===== src/rtl/ai_scheduler.sv =====
// ai_scheduler
//
// Shares the AI targeting accelerator between two requesters. A granted
// request has its fired board and live-ship mask latched. The scheduler then
// writes them to the accelerator over Avalon-MM, writes the start register,
// reads back the chosen cell and pulses the matching done output.
//
// Ports
//   clock, reset_n            rising-edge clock, synchronous active-low reset
//   req0/req1                 requests, held high until the matching done
//   fired0/fired1 [99:0]      fired board per requester (bit = row*10+col)
//   ships0/ships1 [4:0]       live-ship mask per requester
//   done0/done1               one-cycle completion pulse
//   target [6:0], err         result cell and invalid flag, valid with done
//   av_addr, av_write, av_read, av_writedata     master request
//   av_waitrequest, av_readdata                  slave response
//
// Optional feature: define AI_SCHED_TIMEOUT_EN to abort any bus access that
// stalls for TIMEOUT consecutive cycles (done with err=1, target=127).

module ai_scheduler #(
    parameter int TIMEOUT = 1024
) (
    input  logic        clock,
    input  logic        reset_n,
    input  logic        req0,
    input  logic        req1,
    input  logic [99:0] fired0,
    input  logic [99:0] fired1,
    input  logic [4:0]  ships0,
    input  logic [4:0]  ships1,
    output logic        done0,
    output logic        done1,
    output logic [6:0]  target,
    output logic        err,
    output logic [3:0]  av_addr,
    output logic        av_write,
    output logic        av_read,
    output logic [31:0] av_writedata,
    input  logic        av_waitrequest,
    input  logic [31:0] av_readdata
);

    typedef enum logic [3:0] {
        IDLE, WR_F1, WR_F2, WR_F3, WR_F4, WR_SHIPS, WR_START, RD_RESULT, DONE
    } state_t;

    state_t      state_q, state_d;
    logic        last_grant_q, last_grant_d;
    logic        grant_q, grant_d;
    logic [99:0] fired_q, fired_d;
    logic [4:0]  ships_q, ships_d;
    logic        done0_q, done0_d;
    logic        done1_q, done1_d;
    logic        err_q, err_d;
    logic [6:0]  target_q, target_d;
    logic [3:0]  av_addr_q, av_addr_d;
    logic        av_write_q, av_write_d;
    logic        av_read_q, av_read_d;
    logic [31:0] av_writedata_q, av_writedata_d;

`ifdef AI_SCHED_TIMEOUT_EN
    localparam int CNT_W = (TIMEOUT > 1) ? $clog2(TIMEOUT) : 1;
    logic [CNT_W-1:0] cnt_q, cnt_d;
`else
    logic unused_timeout;
    assign unused_timeout = (TIMEOUT > 0);
`endif

    // Only the cell index field of the result register is meaningful.
    logic unused_readdata;
    assign unused_readdata = ^av_readdata[31:7];

    function automatic logic [3:0] addr_of(input state_t s);
        case (s)
            WR_F1:    addr_of = 4'd1;
            WR_F2:    addr_of = 4'd2;
            WR_F3:    addr_of = 4'd3;
            WR_F4:    addr_of = 4'd4;
            WR_SHIPS: addr_of = 4'd9;
            default:  addr_of = 4'd0;
        endcase
    endfunction

    function automatic logic [31:0] data_of(input state_t s, input logic [99:0] f,
                                            input logic [4:0] sh);
        case (s)
            WR_F1:    data_of = f[31:0];
            WR_F2:    data_of = f[63:32];
            WR_F3:    data_of = f[95:64];
            WR_F4:    data_of = {28'b0, f[99:96]};
            WR_SHIPS: data_of = {27'b0, sh};
            default:  data_of = 32'b0;
        endcase
    endfunction

    function automatic state_t next_access(input state_t s);
        case (s)
            WR_F1:     next_access = WR_F2;
            WR_F2:     next_access = WR_F3;
            WR_F3:     next_access = WR_F4;
            WR_F4:     next_access = WR_SHIPS;
            WR_SHIPS:  next_access = WR_START;
            WR_START:  next_access = RD_RESULT;
            RD_RESULT: next_access = DONE;
            default:   next_access = IDLE;
        endcase
    endfunction

    always_comb begin
        state_d      = state_q;
        last_grant_d = last_grant_q;
        grant_d      = grant_q;
        fired_d      = fired_q;
        ships_d      = ships_q;
        err_d        = err_q;
        target_d     = target_q;
`ifdef AI_SCHED_TIMEOUT_EN
        cnt_d        = '0;
`endif
        case (state_q)
            IDLE: begin
                if (req0 || req1) begin
                    // On a tie the requester that was not served last wins.
                    grant_d      = (req0 && req1) ? ~last_grant_q : req1;
                    last_grant_d = grant_d;
                    fired_d      = grant_d ? fired1 : fired0;
                    ships_d      = grant_d ? ships1 : ships0;
                    state_d      = WR_F1;
                end
            end
            WR_F1, WR_F2, WR_F3, WR_F4, WR_SHIPS, WR_START, RD_RESULT: begin
                if (!av_waitrequest) begin
                    state_d = next_access(state_q);
                    if (state_q == RD_RESULT) begin
                        target_d = av_readdata[6:0];
                        err_d    = (av_readdata[6:0] > 7'd99);
                    end
                end
`ifdef AI_SCHED_TIMEOUT_EN
                // cnt_q counts stalled cycles already spent in this access.
                else if (cnt_q == CNT_W'(TIMEOUT - 1)) begin
                    state_d  = DONE;
                    err_d    = 1'b1;
                    target_d = 7'd127;
                end else begin
                    cnt_d = cnt_q + 1'b1;
                end
`endif
            end
            DONE:    state_d = IDLE;
            default: state_d = IDLE;
        endcase

        // Outputs are registered from the next state so they line up with it.
        done0_d        = (state_d == DONE) && !grant_d;
        done1_d        = (state_d == DONE) && grant_d;
        av_write_d     = state_d inside {WR_F1, WR_F2, WR_F3, WR_F4, WR_SHIPS, WR_START};
        av_read_d      = (state_d == RD_RESULT);
        av_addr_d      = addr_of(state_d);
        av_writedata_d = data_of(state_d, fired_d, ships_d);
    end

    always_ff @(posedge clock) begin
        if (!reset_n) begin
            state_q        <= IDLE;
            last_grant_q   <= 1'b1;
            grant_q        <= 1'b0;
            done0_q        <= 1'b0;
            done1_q        <= 1'b0;
            err_q          <= 1'b0;
            target_q       <= 7'd0;
            av_addr_q      <= 4'd0;
            av_write_q     <= 1'b0;
            av_read_q      <= 1'b0;
            av_writedata_q <= 32'd0;
`ifdef AI_SCHED_TIMEOUT_EN
            cnt_q          <= '0;
`endif
        end else begin
            state_q        <= state_d;
            last_grant_q   <= last_grant_d;
            grant_q        <= grant_d;
            done0_q        <= done0_d;
            done1_q        <= done1_d;
            err_q          <= err_d;
            target_q       <= target_d;
            av_addr_q      <= av_addr_d;
            av_write_q     <= av_write_d;
            av_read_q      <= av_read_d;
            av_writedata_q <= av_writedata_d;
`ifdef AI_SCHED_TIMEOUT_EN
            cnt_q          <= cnt_d;
`endif
        end
        // Latched job data needs no reset; it is reloaded at every grant.
        fired_q <= fired_d;
        ships_q <= ships_d;
    end

    assign done0        = done0_q;
    assign done1        = done1_q;
    assign err          = err_q;
    assign target       = target_q;
    assign av_addr      = av_addr_q;
    assign av_write     = av_write_q;
    assign av_read      = av_read_q;
    assign av_writedata = av_writedata_q;

endmodule

===== config.mk =====
export PLATFORM = sky130hd
export DESIGN_NAME = ai_scheduler
export DESIGN_NICKNAME = d
export VERILOG_FILES = /design/src/rtl/ai_scheduler.sv
export SDC_FILE = /design/constraint.sdc
export NUM_CORES = 1
export LEC_CHECK = 0
export CAP_MARGIN = 20
export CORE_UTILIZATION = 46
export CTS_CLUSTER_SIZE = 40
export DETAILED_ROUTE_END_ITERATION = 7
export GPL_ROUTABILITY_DRIVEN = 0
export GPL_TIMING_DRIVEN = 0
export PLACE_DENSITY = 0.81
export SLEW_MARGIN = 10
export SYNTH_ARGS = -nofsm -noshare
export SYNTH_HDL_FRONTEND = slang
export SYNTH_SLANG_ARGS = --single-unit

===== constraint.sdc =====
create_clock -name clock -period 4.6 [get_ports clock]
set_input_delay 0.46 -clock clock [delete_from_list [all_inputs] [get_ports clock]]
set_output_delay 0.46 -clock clock [all_outputs]
set_load 0.1 [all_outputs]

==> metrics.md <==
| Metric | Value |
|---|---|
| Status | finished clean |
| Global-route wire length before repair | between 30000 and 40000 microns |
| DIE HEIGHT | approximately 130 microns |
| Post-CTS Resized | 0 |
| Vias per cell | about 5.5 |
| Die Width | about 130 microns |
| Net total in the final layout | between 1k and 1.5k |
| Worst skew pair latency | ~430 ps |
| CTS Buf Count | 17 |
| DP HPWL | ~18000 microns |
| Post-synthesis cell area | slightly above 0.007 sq mm |
| Sw frac | between 30% and 40% |
| Internal | 0.00332 W |
| Final ANT Viol Nets | 0 |
| Crit Reg-Reg Startpoint | last_grant_q |
| Power per cell area | roughly 500 mW/mm^2 |
| Combinational Power Share | a little over a third |
| Relative slew slack | between 20% and 30% |
| Reg clk slew, reported paths | roughly 60 ps |
| Final non-filler cell total | roughly 1.3k |
| Syn. warnings | 0 |
| DRT Pass-1 Iters | 5 |
| Cts hold-fix bufs | 0 |
| Initial antenna violation count | 1 |
| IO Count | approximately 300 |
| Crit path capture type | flip-flop |
| CTS Sinks | between 150 and 200 |
| I/O Buffers | ~270 |
| Gr busiest metal | met2 |
| DRC | 0 |
| Wire per inst | approximately 19 microns |
| Netlist cell types | around 50 |
| Setup TNS | 0 ps |
| Yosys reg bits | between 150 and 200 |
| Share of layout cells above drive strength 1 | slightly below 9% |
| Startpoint Class | primary input |
| Met2 Use GR | between 50% and 60% |
| Crit path buf inv count | 3 |
| Slowest stage cell, crit path | clkdlybuf4s50_1 |
| NetSw | 0.00191 W |
| Area Growth Syn to Fin | 49.8% |
| H-Tree Level Count | 4 |
| RSZ-0062 raised after global routing | no |
| Crit. Startpoint | req1 |
| Final setup margin | around 2000 ps |
| Vias | roughly 7k |
| Most frequent CP cell | buf_4 |
| Post-CTS Setup Bufs | 0 |
| Fmax | between 300 and 400 MHz |
| Cell row count | 44 |
| Crit path time final | approximately 2600 ps |
| DR iter-0 viols | 467 |
| Hold Path Class | flip-flop to flip-flop |
| Largest stage delay, worst path | 580 ps |
| Seq pwr share | a little under two fifths |
| Mapped Cells | a little under 800 |
| Period utilisation layout | 56.5% |
| Placeable Area | 0.0148 sq mm |
| Leak | about 4.4 nW |
| Prevailing post-synth register cell | dfxtp_1 |
| GR Layer Usage met3 | under 10% |
| Critical path class | primary input to flip-flop |
| Number of synthesized flops with an enable pin | 0 |
| GRT overflow | 0 |
| Fin. max-slew vios | 0 |
| Initial Util | 47.9% |
| Data arrival, critical path | around 2900 ps |
| Hold_sp | fired_q[83] |
| Post-Syn Area per Cell | approximately 8.9 sq um |
| WP data required | ~5000 ps |
| Routed wire length | 23800 microns |
| Root Driver | clkbuf_16 |
| Fraction of registers with async set/reset | 0% |
| Clock power share | between 20% and 30% |
| Overall global routing resource usage | between 30% and 40% |
| Delay-heaviest family, CP | buffers and inverters |
| Met1 usage | a little under two fifths |
| Mapped Nets | slightly above 1k |
| Register area share after synthesis | between 40% and 50% |
| Max-cap violations | 0 |
| # setup viols final | 0 |
| Inst Count DP | 1243 |
| Fill count | roughly 1.2k |
| CTS tree | done |
| Full die area | approximately 0.016 sq mm |
| Fin Clk Skew | a little under 10 ps |
| Final Hold Fails | 0 |
| Max IR drop VDD | roughly 0.00038 V |
| Vias in the first global route | 6794 |
| Pre-CTS setup slack | between 1500 and 2000 ps |
| Pin count of the biggest net entering global routing | 17 |
| Worst-Margin Slew | between 1000 and 1500 ps |
| Worst-case clock buffer depth | 2 |
| CP Cell Sequence | clkdlybuf4s50_1 -> a21boi_1 -> buf_4 -> buf_4 -> mux2i_1 -> nor2_1 -> a221oi_1 -> a21oi_1 |
| Crit path max fanout | 10 |
[state kept, by name, summed over array words and instances (netlist names)]
register      flops
av_addr           4
av_read           1
av_write          1
av_writedata     32
done0             1
done1             1
err               1
fired_q         100
grant_q           1
last_grant_q      1
ships_q           5
state_q           4
target            7
[cells by family after synthesis]
kind of cell	share of synthesized area, %
muxes	9.49
and+or+nand+nor	18.1
DFF	45.0
AOI/OAI and AO/OA	22.0
buffers and inverters	5.01
xor gates and xnor gates	0.354
[routing by layer]
metal / share of wire, % / routed length (microns)
met1: 42 / 10100
met2: 47 / 11100
met3: 7.5 / 1790
met4: 3.2 / 757
met5: 0 / 0
[final cells by class]
type / instances / area (sq um) / area share, %
clock buffer: 23 / 488 / 4.61
sequential: 159 / 3180 / 30.1
clock inverter: 9 / 106 / 1.00
inverter: 1 / 3.75 / 0.0355
antenna: 1 / 2.50 / 0.0236
timing repair buffer: 269 / 2690 / 25.4
buffer: 60 / 350 / 3.31
tap: 184 / 230 / 2.17
multi-input combinational: 570 / 3530 / 33.3
[worst paths after layout]
| path | slack, ps | endpoint | depth (start not counted) |
|---|---|---|---|
| setup / recovery | 2000 | av_writedata[26] | 8 |
| hold / removal | 440 | fired_q[83] | 1 |
| setup reg to reg | 2320 | av_writedata[26] | 7 |
| hold reg to reg | 440 | fired_q[83] | 1 |
[cell usage in the layout, fill, tap and decap left out, types with 5 or more instances in the layout]
cell / Yosys / layout
a21o_1: 59 / 59
a21oi_1: 39 / 39
a221oi_1: 31 / 31
a31oi_1: 46 / 46
and2_1: 30 / 30
buf_2: 25 / 25
buf_4: 11 / 11
buf_6: 7 / 7
clkbuf_1: 17 / 19
clkbuf_16: 0 / 17
clkdlybuf4s50_1: 0 / 269
dfxtp_1: 159 / 159
mux2i_1: 67 / 67
nand2_1: 96 / 96
nand2b_1: 6 / 6
nor2_1: 100 / 100
nor2_2: 11 / 11
nor2b_1: 11 / 11
o21ai_1: 29 / 29
o22ai_1: 5 / 5
[metrics by stage]
step,total power (W),hold WS (ps),instance area [sq um],util (%)
finish,0.00523,442,10600,71.8
CTS,0.00522,445,10600,71.7
floorplan,0.00318,418,7070,-
detailed placement,0.00382,431,9990,67.7
global placement,0.00378,424,9990,67.7
global route,0.00545,456,10600,71.8
[power groups by stage]
stage,Sequential (W),Combinational (W),Clock (W)
3_5_place_dp,0.00199,0.00184,0
5_1_grt,0.00201,0.00197,0.00148
3_3_place_gp,0.00197,0.00181,0
2_1_floorplan,0.00237,0.000808,0
6_report,0.00197,0.00186,0.00141
4_1_cts,0.00196,0.00185,0.00141
[cells in the mapped netlist (2+ instances only)]
master,number,area share [%]
and2_1,30,2.7
nor2_2,11,0.97
nor2_1,100,5.3
dfxtp_1,159,45
o21a_1,2,0.21
nand2b_1,6,0.53
and3_1,4,0.35
a21o_1,59,6.3
buf_2,25,1.8
nor2b_1,11,0.97
buf_6,7,1.1
a21oi_1,39,2.8
o21ai_0,2,0.14
a31oi_1,46,4.1
mux2i_1,67,9.5
o21ai_1,29,2.1
nor4b_1,2,0.25
a221oi_1,31,3.8
a31o_1,4,0.50
clkbuf_1,17,0.90
o22ai_1,5,0.44
nor3_4,2,0.46
nand2_1,96,5.1
buf_4,11,1.2
[worst reg2reg max path: stages, from the launching register on]
cell and delay [ps]:
dfxtp_1 350, a21boi_1 230, buf_4 270, buf_4 270, mux2i_1 270, nor2_1 90
a221oi_1 450, a21oi_1 190
Note: power is estimated with default switching activity, not from simulation.
